===== config.mk =====
export PLATFORM = sky130hd
export DESIGN_NAME = row_word_sched
export DESIGN_NICKNAME = d
export VERILOG_FILES = /design/src/rtl/row_word_sched_pkg.sv /design/src/rtl/row_word_sched_word_mux.sv /design/src/rtl/row_word_sched.sv
export SDC_FILE = /design/constraint.sdc
export NUM_CORES = 1
export LEC_CHECK = 0
export ABC_AREA = 1
export BUFFER_PORTS_ARGS = -buffer_cell sky130_fd_sc_hd__buf_2
export CORE_MARGIN = 2
export CORE_UTILIZATION = 39
export DETAILED_ROUTE_END_ITERATION = 10
export GPL_TIMING_DRIVEN = 0
export PLACE_DENSITY = 0.65
export SYNTH_ARGS = -nofsm -noshare
export SYNTH_HDL_FRONTEND = slang
export SYNTH_SLANG_ARGS = --single-unit

===== constraint.sdc =====
create_clock -name i_clk -period 3 [get_ports i_clk]
set_input_delay 0.45 -clock i_clk [delete_from_list [all_inputs] [get_ports i_clk]]
set_output_delay 0.45 -clock i_clk [all_outputs]
set_load 0.02 [all_outputs]

===== src/rtl/row_word_sched_pkg.sv =====
// Shared constants and state type for the row-to-word scheduler.
// Defaults match the original 192b row split into 4 x 48b words.
package sched_pkg;
  localparam int DEF_WORD_W = 48;
  localparam int DEF_WORDS  = 4;
  localparam int DEF_ADDR_W = 8;

  typedef enum logic {
    IDLE = 1'b0,
    SEND = 1'b1
  } sched_state_t;
endpackage


===== src/rtl/row_word_sched_word_mux.sv =====
// Combinational pick of word k from a row, MSB-first or LSB-first.
module word_mux #(
  parameter int WORD_W = 48,
  parameter int WORDS  = 4,
  localparam int ROW_W = WORD_W * WORDS,
  localparam int CNT_W = $clog2(WORDS)
) (
  input  logic [ROW_W-1:0]  i_row,
  input  logic              i_lsb_first,
  input  logic [CNT_W-1:0]  i_idx,
  output logic [WORD_W-1:0] o_word
);
  logic [CNT_W-1:0] w_slot;

  // MSB-first word k lives in slot WORDS-1-k counted from the LSB end.
  assign w_slot = i_lsb_first ? i_idx : (CNT_W'(WORDS - 1) - i_idx);
  assign o_word = i_row[w_slot * WORD_W +: WORD_W];
endmodule


===== src/rtl/row_word_sched.sv =====
// Buffers one wide row and streams it out as WORDS narrow words, each tagged
// with a per-row address that advances when the last word of a row is taken.
module row_word_sched
  import sched_pkg::*;
#(
  parameter int WORD_W = DEF_WORD_W,
  parameter int WORDS  = DEF_WORDS,
  parameter int ADDR_W = DEF_ADDR_W,
  localparam int ROW_W = WORD_W * WORDS,
  localparam int CNT_W = $clog2(WORDS)
) (
  input  logic              i_clk,
  input  logic              i_rst_n,
  input  logic              i_start,
  input  logic [ADDR_W-1:0] i_base_addr,
  input  logic              i_lsb_first,
  input  logic              i_row_valid,
  output logic              o_row_ready,
  input  logic [ROW_W-1:0]  i_row_data,
  output logic              o_word_valid,
  input  logic              i_word_ready,
  output logic [WORD_W-1:0] o_word_data,
  output logic [CNT_W-1:0]  o_word_idx,
  output logic [ADDR_W-1:0] o_addr,
  output logic              o_last_word,
  output logic              o_row_done,
  output logic              o_addr_wrap
);
  localparam logic [CNT_W-1:0] LAST_IDX = CNT_W'(WORDS - 1);

  sched_state_t      r_state;
  logic              r_active;
  logic [ROW_W-1:0]  r_row;
  logic              r_lsb_first;
  logic [CNT_W-1:0]  r_idx;
  logic [WORD_W-1:0] r_word;
  logic [ADDR_W-1:0] r_addr;
  logic              r_row_done;
  logic              r_addr_wrap;

  logic              w_word_valid;
  logic              w_last;
  logic              w_word_hs;
  logic              w_row_ready;
  logic              w_row_acc;
  logic [CNT_W-1:0]  w_idx_next;
  logic [WORD_W-1:0] w_first_word;
  logic [WORD_W-1:0] w_next_word;

  assign w_word_valid = (r_state == SEND);
  assign w_last       = w_word_valid && (r_idx == LAST_IDX);
  assign w_word_hs    = w_word_valid && i_word_ready;
  // r_active keeps row_ready low while reset is held without a combinational reset path.
  assign w_row_ready  = r_active && !i_start &&
                        ((r_state == IDLE) || (w_last && i_word_ready));
  assign w_row_acc    = i_row_valid && w_row_ready;
  assign w_idx_next   = r_idx + CNT_W'(1);

  // Word 0 of the incoming row is registered on the accept edge.
  word_mux #(.WORD_W(WORD_W), .WORDS(WORDS)) u_first (
    .i_row       (i_row_data),
    .i_lsb_first (i_lsb_first),
    .i_idx       ({CNT_W{1'b0}}),
    .o_word      (w_first_word)
  );

  word_mux #(.WORD_W(WORD_W), .WORDS(WORDS)) u_next (
    .i_row       (r_row),
    .i_lsb_first (r_lsb_first),
    .i_idx       (w_idx_next),
    .o_word      (w_next_word)
  );

  always_ff @(posedge i_clk or negedge i_rst_n) begin
    if (!i_rst_n) begin
      r_state     <= IDLE;
      r_active    <= 1'b0;
      r_row       <= '0;
      r_lsb_first <= 1'b0;
      r_idx       <= '0;
      r_word      <= '0;
      r_addr      <= '0;
      r_row_done  <= 1'b0;
      r_addr_wrap <= 1'b0;
    end else begin
      r_active    <= 1'b1;
      r_row_done  <= 1'b0;
      r_addr_wrap <= 1'b0;
      if (i_start) begin
        r_state <= IDLE;
        r_addr  <= i_base_addr;
        r_idx   <= '0;
        r_row   <= '0;
        r_word  <= '0;
      end else begin
        if (w_word_hs && w_last) begin
          r_row_done  <= 1'b1;
          r_addr      <= r_addr + ADDR_W'(1);
          r_addr_wrap <= &r_addr;
        end
        // A row can only be taken in SEND on the last-word handshake, so loading wins.
        if (w_row_acc) begin
          r_row       <= i_row_data;
          r_lsb_first <= i_lsb_first;
          r_idx       <= '0;
          r_word      <= w_first_word;
          r_state     <= SEND;
        end else if (w_word_hs) begin
          if (w_last) begin
            r_state <= IDLE;
          end else begin
            r_idx  <= w_idx_next;
            r_word <= w_next_word;
          end
        end
      end
    end
  end

  assign o_row_ready  = w_row_ready;
  assign o_word_valid = w_word_valid;
  assign o_word_data  = r_word;
  assign o_word_idx   = r_idx;
  assign o_addr       = r_addr;
  assign o_last_word  = w_last;
  assign o_row_done   = r_row_done;
  assign o_addr_wrap  = r_addr_wrap;
endmodule

==> impl_metrics.toml, run 1 <==
[logic_synthesis]
synthCells = 1809
ys_seq_elements = 255
synth_top_flop_cell = "dfrtp_1"
seq_area_frac_synth_pct = 47.4
yosysWarnings = 0
yosysTopAreaCell = "dfrtp_1"
synth_top_area_share_pct = 47.4
synth_area_sq_um = 13500
postSynth.asyncResetShare_pct = 100
synth_area_per_cell_sq_um = 7.44
synth_cell_types = 27
synth_nets = 2017
ys_top_cells_by_area = "dfrtp_1, nand3_1, nand2_1"
synth_enable_flop_cells = 0

[drt]
drtIter0Drc = 1415
wl_um = 51100
wl_met2_um = 22700
vias_per_cell = 5.57
maxUsedRoutingLayer = "met5"
num_vias = 14400
drc_errors = 0
met3RoutedLength_um = 4480
dr.pass1.iters = 5
ant_nets = 0
wl_per_cell_um = 19.8
drt-met1-wl_um = 21700

[sta]
relSlewSlack_pct = 41.4
setup_viol = 0
hold_viol_final = 0
tightest_slew_ns = 0.879
period_needed_ns = 2.88
rsz0062_at_grt = "false"
fin_setup_tns_ns = 0
fin_skew_ns = 0.00576
drv_slew = 0
fmax_ghz = 0.347
fin_crit_sh_pct = 96.1

[critical_path]
critPathLaunchType = "register"
reg2reg_to = "r_row[173]$_DFFE_PN0P_"
critPathSlowestCell = "dfrtp_1"
cp_max_fo = 10
crit_path_max_incr_delay_ns = 0.47
cpMostUsedCell = "buf_2"
cp_cell_sequence = "ha_2 -> nand3_2 -> nand2_4 -> and2_1 -> buf_4 -> buf_2 -> buf_2"
path_class = "register to output port"
worst_r2r_startpoint = "o_word_idx[0]$_DFFE_PN0P_"
worst-path-buf-inv = 3
worstRegToRegCells = 7
worstPathArrival_ns = 2.43
critPathRequiredTime_ns = 2.55
critPathCaptureType = "output port"
path_delay_family = "buffers and inverters"
rrSetupSlack_ns = 0.65

[placed_design]
place_congestion = 0.892
hpwl_um = 37500
portBuffers = 266
post-place-cells = 2532

[global_route]
grt_pass1_vias = 13900
grt_pass1_wl_um = 79000
grt_max_degree = 115
overflow = 0
antenna_found_initial = 1
track_usage_pct = 28.2

[floorplan]
start_util_pct = 39.3
die_w_um = 190
num_io_pins = 269
design.die.area_sq_um = 36000
die_h_um = 190
placementRows = 68
core_sq_um = 34300

[pwr]
clkPwrFrac_pct = 38.3
leakagePower_uw = 0.00855
p_per_area_nw_per_um2 = 601
irDropWorstVdd_mv = 0.512
power.switching_uw = 3210
intPower_uw = 6680
seq_power_share_pct = 39.0
switching_share_pct = 32.4
combinationalPowerShare_pct = 22.7

[cts]
worstSkewPairLatency_ns = 0.55
cts.sinks = 255
clkSlewWorstSetupHoldPaths_ns = 0.06
cts_buffers = 29
cts_tree = "done"
clockRootBuffer = "clkbuf_16"
htreeDepth = 1
cts_setup_buffers = 0
max-clock-path-buffers = 3

[final_layout]
syn2layout_area_growth_pct = 22.2
fillers = 3505
layout-drive-gt1-share_pct = 19.1
final_cells = 2586
fin_nets = 2317
diodes = 0
post-route-util_pct = 48.0

[min_path]
worstHoldStart = "i_row_data[119]"
hold_class = "primary input to register"
holdPathEnd = "r_row[119]$_DFFE_PN0P_"
hold_depth = 3

[run]
max_cap_viol_count = 0

[status]
outcome = "finished clean"
[per-layer routing]
| layer | vias up | track usage [%] |
|---|---|---|
| met1 | 6827 | 39.4 |
| met5 | - | 0 |
| li1 | 6651 | - |
| met3 | 136 | 4.54 |
| met2 | 789 | 43.6 |
| met4 | 2 | 12.0 |
[state kept, by name, summed over array words and instances, names as in the netlist]
| register | cells |
|---|---|
| o_addr | 8 |
| o_addr_wrap | 1 |
| o_row_done | 1 |
| o_word_data | 48 |
| o_word_idx | 2 |
| o_word_valid | 1 |
| r_active | 1 |
| r_lsb_first | 1 |
| r_row | 192 |
[worst register-to-register path, cell delays in order, from the launching register on]
cell and delay (ns):
dfrtp_1 0.46, ha_2 0.27, nand3_2 0.14, nand2_4 0.13
nand3_2 0.14, buf_2 0.36, buf_1 0.54, o21ai_0 0.17
[final cells by class]
| class | instances | area (sq um) | share of cell area [%] |
|---|---|---|---|
| Sequential cell | 255 | 6380 | 38.8 |
| Multi-Input combinational cell | 1319 | 6030 | 36.6 |
| Buffer | 167 | 810 | 4.92 |
| Timing Repair Buffer | 269 | 1410 | 8.55 |
| Inverter | 68 | 255 | 1.55 |
| Clock buffer | 37 | 786 | 4.78 |
| Tap cell | 455 | 569 | 3.46 |
| Clock inverter | 16 | 213 | 1.29 |
[Yosys cell counts (7+ instances only)]
cell type and n:
nand2_1 372, nand3_1 575, clkbuf_1 76, o21ai_0 66
buf_4 26, o21ai_1 35, nand4_1 50, buf_2 56
buf_1 7, dfrtp_1 255, nor2_1 197, inv_1 66
[through the flow]
step                      total power, uW  hold WS, ns  worst slack (ns)  cell area (sq um)
after floorplan                      5220        0.154              1.09              13500
after global routing                10300        0.120            0.0576              16400
final                                9880        0.121             0.116              16400
after detailed placement             6130        0.394             0.414              15400
after global placement               6090        0.487             -3.33              15400
after CTS                            9900        0.101            0.0604              16400
[power by group through the flow]
stage | sequential (uW) | combinational (uW) | clock, uW
after floorplan | 4040 | 1180 | 0
after global placement | 3910 | 2180 | 0
after detailed placement | 3910 | 2220 | 0
after CTS | 3860 | 2220 | 3810
after global routing | 3880 | 2460 | 3960
final | 3860 | 2250 | 3780
[cells in the final DEF, fill, tap and decap left out, types with 2 or more instances in the layout]
master | synthesis | final
o21ai_0 | 66 | 66
dfrtp_1 | 255 | 255
o211ai_1 | 3 | 3
clkbuf_1 | 76 | 81
nor2_1 | 197 | 197
o21ai_1 | 35 | 35
a21oi_1 | 3 | 3
xor2_1 | 4 | 4
buf_2 | 56 | 321
clkbuf_8 | 0 | 3
clkbuf_16 | 0 | 29
clkinvlp_4 | 0 | 3
inv_2 | 2 | 2
buf_1 | 7 | 7
nand2_1 | 372 | 371
nand4_1 | 50 | 50
nor3_1 | 2 | 2
nand3_2 | 3 | 3
clkinv_2 | 0 | 8
buf_4 | 26 | 26
bufinv_16 | 0 | 5
buf_16 | 0 | 2
buf_6 | 2 | 2
nand3_1 | 575 | 575
inv_1 | 66 | 66
[repair_timing]
action	CTS	global route
gates resized for setup	1	2
hold endpoints to repair	48	0
hold buffers	1	0
setup endpoints to repair	1	1
[cell families (layout without fill, tap and decap cells)]
family | after synthesis | after routing | synth area share (%)
adders and majority gates | 2 | 2 | 0.186
xor gates and xnor gates | 4 | 4 | 0.260
AOI/OAI and AO/OA | 110 | 110 | 4.20
DFF | 255 | 255 | 47.4
buffers and inverters | 235 | 557 | 7.91
and+or+nand+nor | 1202 | 1202 | 40.0
other | 1 | 1 | 0.0279
[worst max-delay path by stage]
stage                              start                    endpoint  slack [ns]  cells after the start
2_1_floorplan  o_word_idx[0]$_DFFE_PN0P_                 o_row_ready        1.09                      6
3_3_place_gp                     i_rst_n  o_word_data[9]$_DFFE_PN0P_       -3.33                      1
3_5_place_dp   o_word_idx[0]$_DFFE_PN0P_      r_row[173]$_DFFE_PN0P_        0.41                      7
4_1_cts        o_word_idx[0]$_DFFE_PN0P_                 o_row_ready        0.06                      7
5_1_grt        o_word_idx[0]$_DFFE_PN0P_                 o_row_ready        0.06                      7
6_report       o_word_idx[0]$_DFFE_PN0P_                 o_row_ready        0.12                      7
(Power assumes the default switching activity.)
==> inputs of run 2 (changes only) <==
Settings changed: MAX_ROUTING_LAYER set to met4.
Clock period 3 ns to 3.4 ns, I/O delays scaled along.
==> impl_metrics.toml, run 2 (same netlist as run 1, synthesis figures left out) <==
[status]
outcome = "finished clean"

[floorplan]
placementRows = 68
core_sq_um = 34300
die_h_um = 190
design.die.area_sq_um = 36000
num_io_pins = 269
start_util_pct = 39.3
die_w_um = 190

[critical_path]
critPathRequiredTime_ns = 2.89
worstPathArrival_ns = 2.66
cp_cell_sequence = "ha_1 -> nand3_2 -> nand2_1 -> and2_1 -> buf_4 -> buf_2 -> buf_2"
cp_max_fo = 10
path_class = "register to output port"
cpMostUsedCell = "buf_2"
critPathSlowestCell = "dfrtp_1"
crit_path_max_incr_delay_ns = 0.45
critPathLaunchType = "register"
critPathCaptureType = "output port"

[drt]
drtIter0Drc = 1407
wl_per_cell_um = 19.7
ant_nets = 0
dr.pass1.iters = 6
vias_per_cell = 5.53
drc_errors = 0
wl_um = 50900
num_vias = 14300

[global_route]
track_usage_pct = 28.7
grt_max_degree = 120
overflow = 0
antenna_found_initial = 1
grt_pass1_vias = 13700
grt_pass1_wl_um = 77800

[cts]
clkSlewWorstSetupHoldPaths_ns = 0.06
cts_setup_buffers = 0
cts_resized = 0
cts.sinks = 255
cts_buffers = 29
clockRootBuffer = "clkbuf_16"
htreeDepth = 1
worstSkewPairLatency_ns = 0.55
cts_hold_buf = 1
cts_tree = "done"
max-clock-path-buffers = 3

[pwr]
p_per_area_nw_per_um2 = 534
irDropWorstVdd_mv = 0.425
p_total_uw = 8790
leakagePower_uw = 0.00858

[placed_design]
portBuffers = 266
post-place-cells = 2532
pre_cts_ws_ns = 0.818
hpwl_um = 37400
place_congestion = 0.903

[sta]
fmax_ghz = 0.315
hold_viol_final = 0
relSlewSlack_pct = 43.9
setup_viol = 0
drv_slew = 0
tightest_slew_ns = 0.842
fin_ws_ns = 0.225
fin_crit_sh_pct = 93.4
fin_skew_ns = 0.0117
rsz0062_at_grt = "false"
fin_setup_tns_ns = 0
period_needed_ns = 3.17

[final_layout]
final_common_cell = "nand3_1"
fillers = 3524
multi_input_area_sq_um = 6020
syn2layout_area_growth_pct = 22.4
largest_reg_flops = 192
final_cell_mix = "nand3_1, nand2_1, buf_2, dfrtp_1, nor2_1"
fin_nets = 2317
regMostFlops = "r_row"
regArea_sq_um = 6380
layout-drive-gt1-share_pct = 19.2
final_cells = 2586

[run]
max_cap_viol_count = 0

[min_path]
hold_class = "primary input to register"
-- run 2: changes by cell type in the layout (fill, tap and decap cells not counted) --
cell        previous run  this run
diode_2                0         1
nand2_4                1         0
clkinvlp_4             3         1
nand2_1              371       372
ha_2                   1         0
ha_1                   1         2
clkbuf_8               3         7
clkinv_4               0         1
clkbuf_1              81        77
-- run 2: final timing paths --
path / startpoint / slack [ns] / endpoint / depth (start not counted)
worst min register to register: o_word_data[2]$_DFFE_PN0P_ / 0.50 / o_word_data[2]$_DFFE_PN0P_ / 2
min in group asynchronous: i_rst_n / 0.48 / o_addr_wrap$_DFF_PN0_ / 2
max in group asynchronous: i_rst_n / 1.90 / r_row[113]$_DFFE_PN0P_ / 3
worst max register to register: o_word_idx[0]$_DFFE_PN0P_ / 0.74 / r_row[173]$_DFFE_PN0P_ / 7
worst max-delay path: o_word_idx[0]$_DFFE_PN0P_ / 0.23 / o_row_ready / 7
worst min-delay path: i_row_data[102] / 0.18 / r_row[102]$_DFFE_PN0P_ / 3
-- run 2: report_power, final --
| part | internal [uW] | switching [uW] |
|---|---|---|
| Sequential | 3270 | 138 |
| Combinational | 621 | 1360 |
| Clock | 2080 | 1330 |
-- run 2: metrics by stage --
step / instance area (sq um) / util, % / hold WS, ns
after floorplan: 13500 / - / 0.214
after global placement: 15400 / 44.8 / 0.487
after detailed placement: 15400 / 45.0 / 0.476
after CTS: 16500 / 48.0 / 0.165
after global routing: 16500 / 48.0 / 0.178
final: 16500 / 48.0 / 0.180
-- run 2: per-layer routing --
layer	up-vias	part of all wire, %	global-route usage, %
met3	112	7.9	3.67
li1	6652	-	-
met1	6822	43	38.9
met2	726	45	44.0
met4	0	3.8	10.8
met5	-	0	-
-- run 2: worst max-delay path, delay by kind of cell, from the launching register on --
kind / cells / cell delay, ns
adder cells (fa/ha/maj): 1 / 0.32
buffers and inverters: 3 / 0.64
flip-flops: 1 / 0.45
AND/OR/NAND/NOR: 3 / 0.70
-- run 2: final cells by class --
cell class	instances	area share, %
diodes	1	0.0152
clock buffers	37	5.01
plain buffers	167	4.91
inverters	68	1.55
multi-input cells	1319	36.5
flip-flops and latches	255	38.7
well taps	455	3.46
repair buffers	269	8.54
clock inverters	15	1.25
==> inputs of run 3 (changes only) <==
Settings changed: CTS_BUF_LIST set to sky130_fd_sc_hd__clkbuf_8, RECOVER_POWER set to 50.
==> impl_metrics.toml, run 3 (same netlist as run 1, synthesis figures left out) <==
[status]
outcome = "finished clean"

[global_route]
overflow = 0
track_usage_pct = 28.9
grt_max_degree = 120
antenna_found_initial = 0
grt_pass1_wl_um = 78300
grt_pass1_vias = 14000

[pwr]
p_total_uw = 8550
p_per_area_nw_per_um2 = 522
irDropWorstVdd_mv = 0.398
leakagePower_uw = 0.00852

[final_layout]
post-route-util_pct = 47.8
fin_nets = 2334
final_cell_mix = "nand3_1, nand2_1, buf_2, dfrtp_1, nor2_1"
final_common_cell = "nand3_1"
largest_reg_flops = 192
fillers = 3563
diodes = 0
layout-drive-gt1-share_pct = 18.6
regMostFlops = "r_row"
syn2layout_area_growth_pct = 21.7

[critical_path]
rrSetupSlack_ns = 0.67
critPathRequiredTime_ns = 2.89
path_class = "register to output port"
worst_r2r_startpoint = "o_word_idx[0]$_DFFE_PN0P_"
critPathSlowestCell = "dfrtp_1"
worst-path-buf-inv = 3
cp_cell_sequence = "ha_1 -> nand3_2 -> nand2_1 -> and2_1 -> buf_4 -> buf_2 -> buf_2"
crit_path_max_incr_delay_ns = 0.44
path_delay_family = "simple AND/OR/NAND/NOR gates"
worstPathArrival_ns = 2.73
worstRegToRegCells = 7
cp_max_fo = 10
worst-path-stages = 7
endpoint = "o_row_ready"
critPathLaunchType = "register"
critPathCaptureType = "output port"
reg2reg_to = "r_row[173]$_DFFE_PN0P_"
crit_start = "o_word_idx[0]$_DFFE_PN0P_"
cpMostUsedCell = "buf_2"

[placed_design]
hpwl_um = 37400
portBuffers = 266
place_congestion = 0.903

[floorplan]
start_util_pct = 39.3
die_h_um = 190
design.die.area_sq_um = 36000
placementRows = 68
num_io_pins = 269
core_sq_um = 34300
die_w_um = 190

[sta]
hold_viol_final = 0
setup_viol = 0
tightest_slew_ns = 1.47
period_needed_ns = 3.24
relSlewSlack_pct = 1.87
drv_slew = 0
fin_crit_sh_pct = 95.3
fin_setup_tns_ns = 0
rsz0062_at_grt = "false"
fin_skew_ns = 0.0392
fmax_ghz = 0.309

[drt]
dr.pass1.iters = 6
num_vias = 14400
wl_um = 51300
ant_nets = 0
wl_per_cell_um = 19.6
drc_errors = 0
drtIter0Drc = 1301
vias_per_cell = 5.51

[cts]
worstSkewPairLatency_ns = 0.61
cts_hold_buf = 1
clockRootBuffer = "clkbuf_8"
cts.sinks = 255
clkSlewWorstSetupHoldPaths_ns = 0.07
cts_setup_buffers = 0
max-clock-path-buffers = 3
cts_resized = 0
cts_buffers = 46
cts_tree = "done"
htreeDepth = 2

[run]
max_cap_viol_count = 0

[min_path]
hold_class = "primary input to register"
-- run 3: changes by cell type in the layout (fill, tap and decap cells not counted), moves of 2 or more --
cell       change
clkbuf_16     -29
clkbuf_1      +27
buf_2         -28
inv_1         +10
clkinv_2       -6
clkbuf_8      +61
bufinv_16      -4
buf_16         -2
-- run 3: how the worst min path moves through the flow --
stage / startpoint / depth (start not counted) / end
after floorplan: i_rst_n / 0 / o_addr[0]$_DFFE_PN0P_
after global placement: o_word_data[35]$_DFFE_PN0P_ / 2 / o_word_data[35]$_DFFE_PN0P_
after detailed placement: i_rst_n / 1 / o_addr_wrap$_DFF_PN0_
after CTS: i_base_addr[5] / 3 / o_addr[5]$_DFFE_PN0P_
after global routing: i_base_addr[5] / 3 / o_addr[5]$_DFFE_PN0P_
final: i_row_data[135] / 3 / r_row[135]$_DFFE_PN0P_
-- run 3: stage by stage --
step | setup slack [ns] | instance area, sq um | std cells | hold slack (ns)
3_5_place_dp | 0.818 | 15400 | 2532 | 0.476
3_3_place_gp | -2.99 | 15400 | 2530 | 0.487
5_1_grt | 0.0958 | 16400 | 2615 | 0.140
4_1_cts | 0.186 | 16500 | 2615 | 0.124
2_1_floorplan | 1.43 | 13500 | 1809 | 0.214
6_report | 0.159 | 16400 | 2615 | 0.127
-- run 3: area by class of cell --
type                    count  area (sq um)  area share [%]
flip-flops and latches    255          6380            39.0
multi-input cells        1319          6020            36.7
repair buffers            269          1330            8.10
clock buffers              68           936            5.71
plain buffers             167           808            4.94
well taps                 455           569            3.48
inverters                  68           255            1.56
clock inverters            14          85.1           0.520
-- run 3: worst register-to-register path, stage by stage (launching register included) --
cell     delay [ns]
dfrtp_1        0.44
ha_1           0.31
nand3_2        0.14
nand2_1        0.31
nand3_2        0.23
buf_2          0.36
buf_1          0.58
o21ai_0        0.19
-- run 3: report_power, final --
part / total (uW) / switching, uW / internal [uW]
clock: 3190 / 1360 / 1830
sequential: 3410 / 138 / 3270
combinational: 1960 / 1360 / 600
total: 8550 / 2860 / 5690
-- run 3: per-layer routing --
metal / vias to the layer above / global-route usage [%] / wire length (um)
met2: 723 / 44.4 / 23200
met1: 6842 / 38.2 / 21900
li1: 6698 / - / -
met4: 0 / 11.7 / 1940
met5: - / - / 0
met3: 133 / 4.94 / 4300
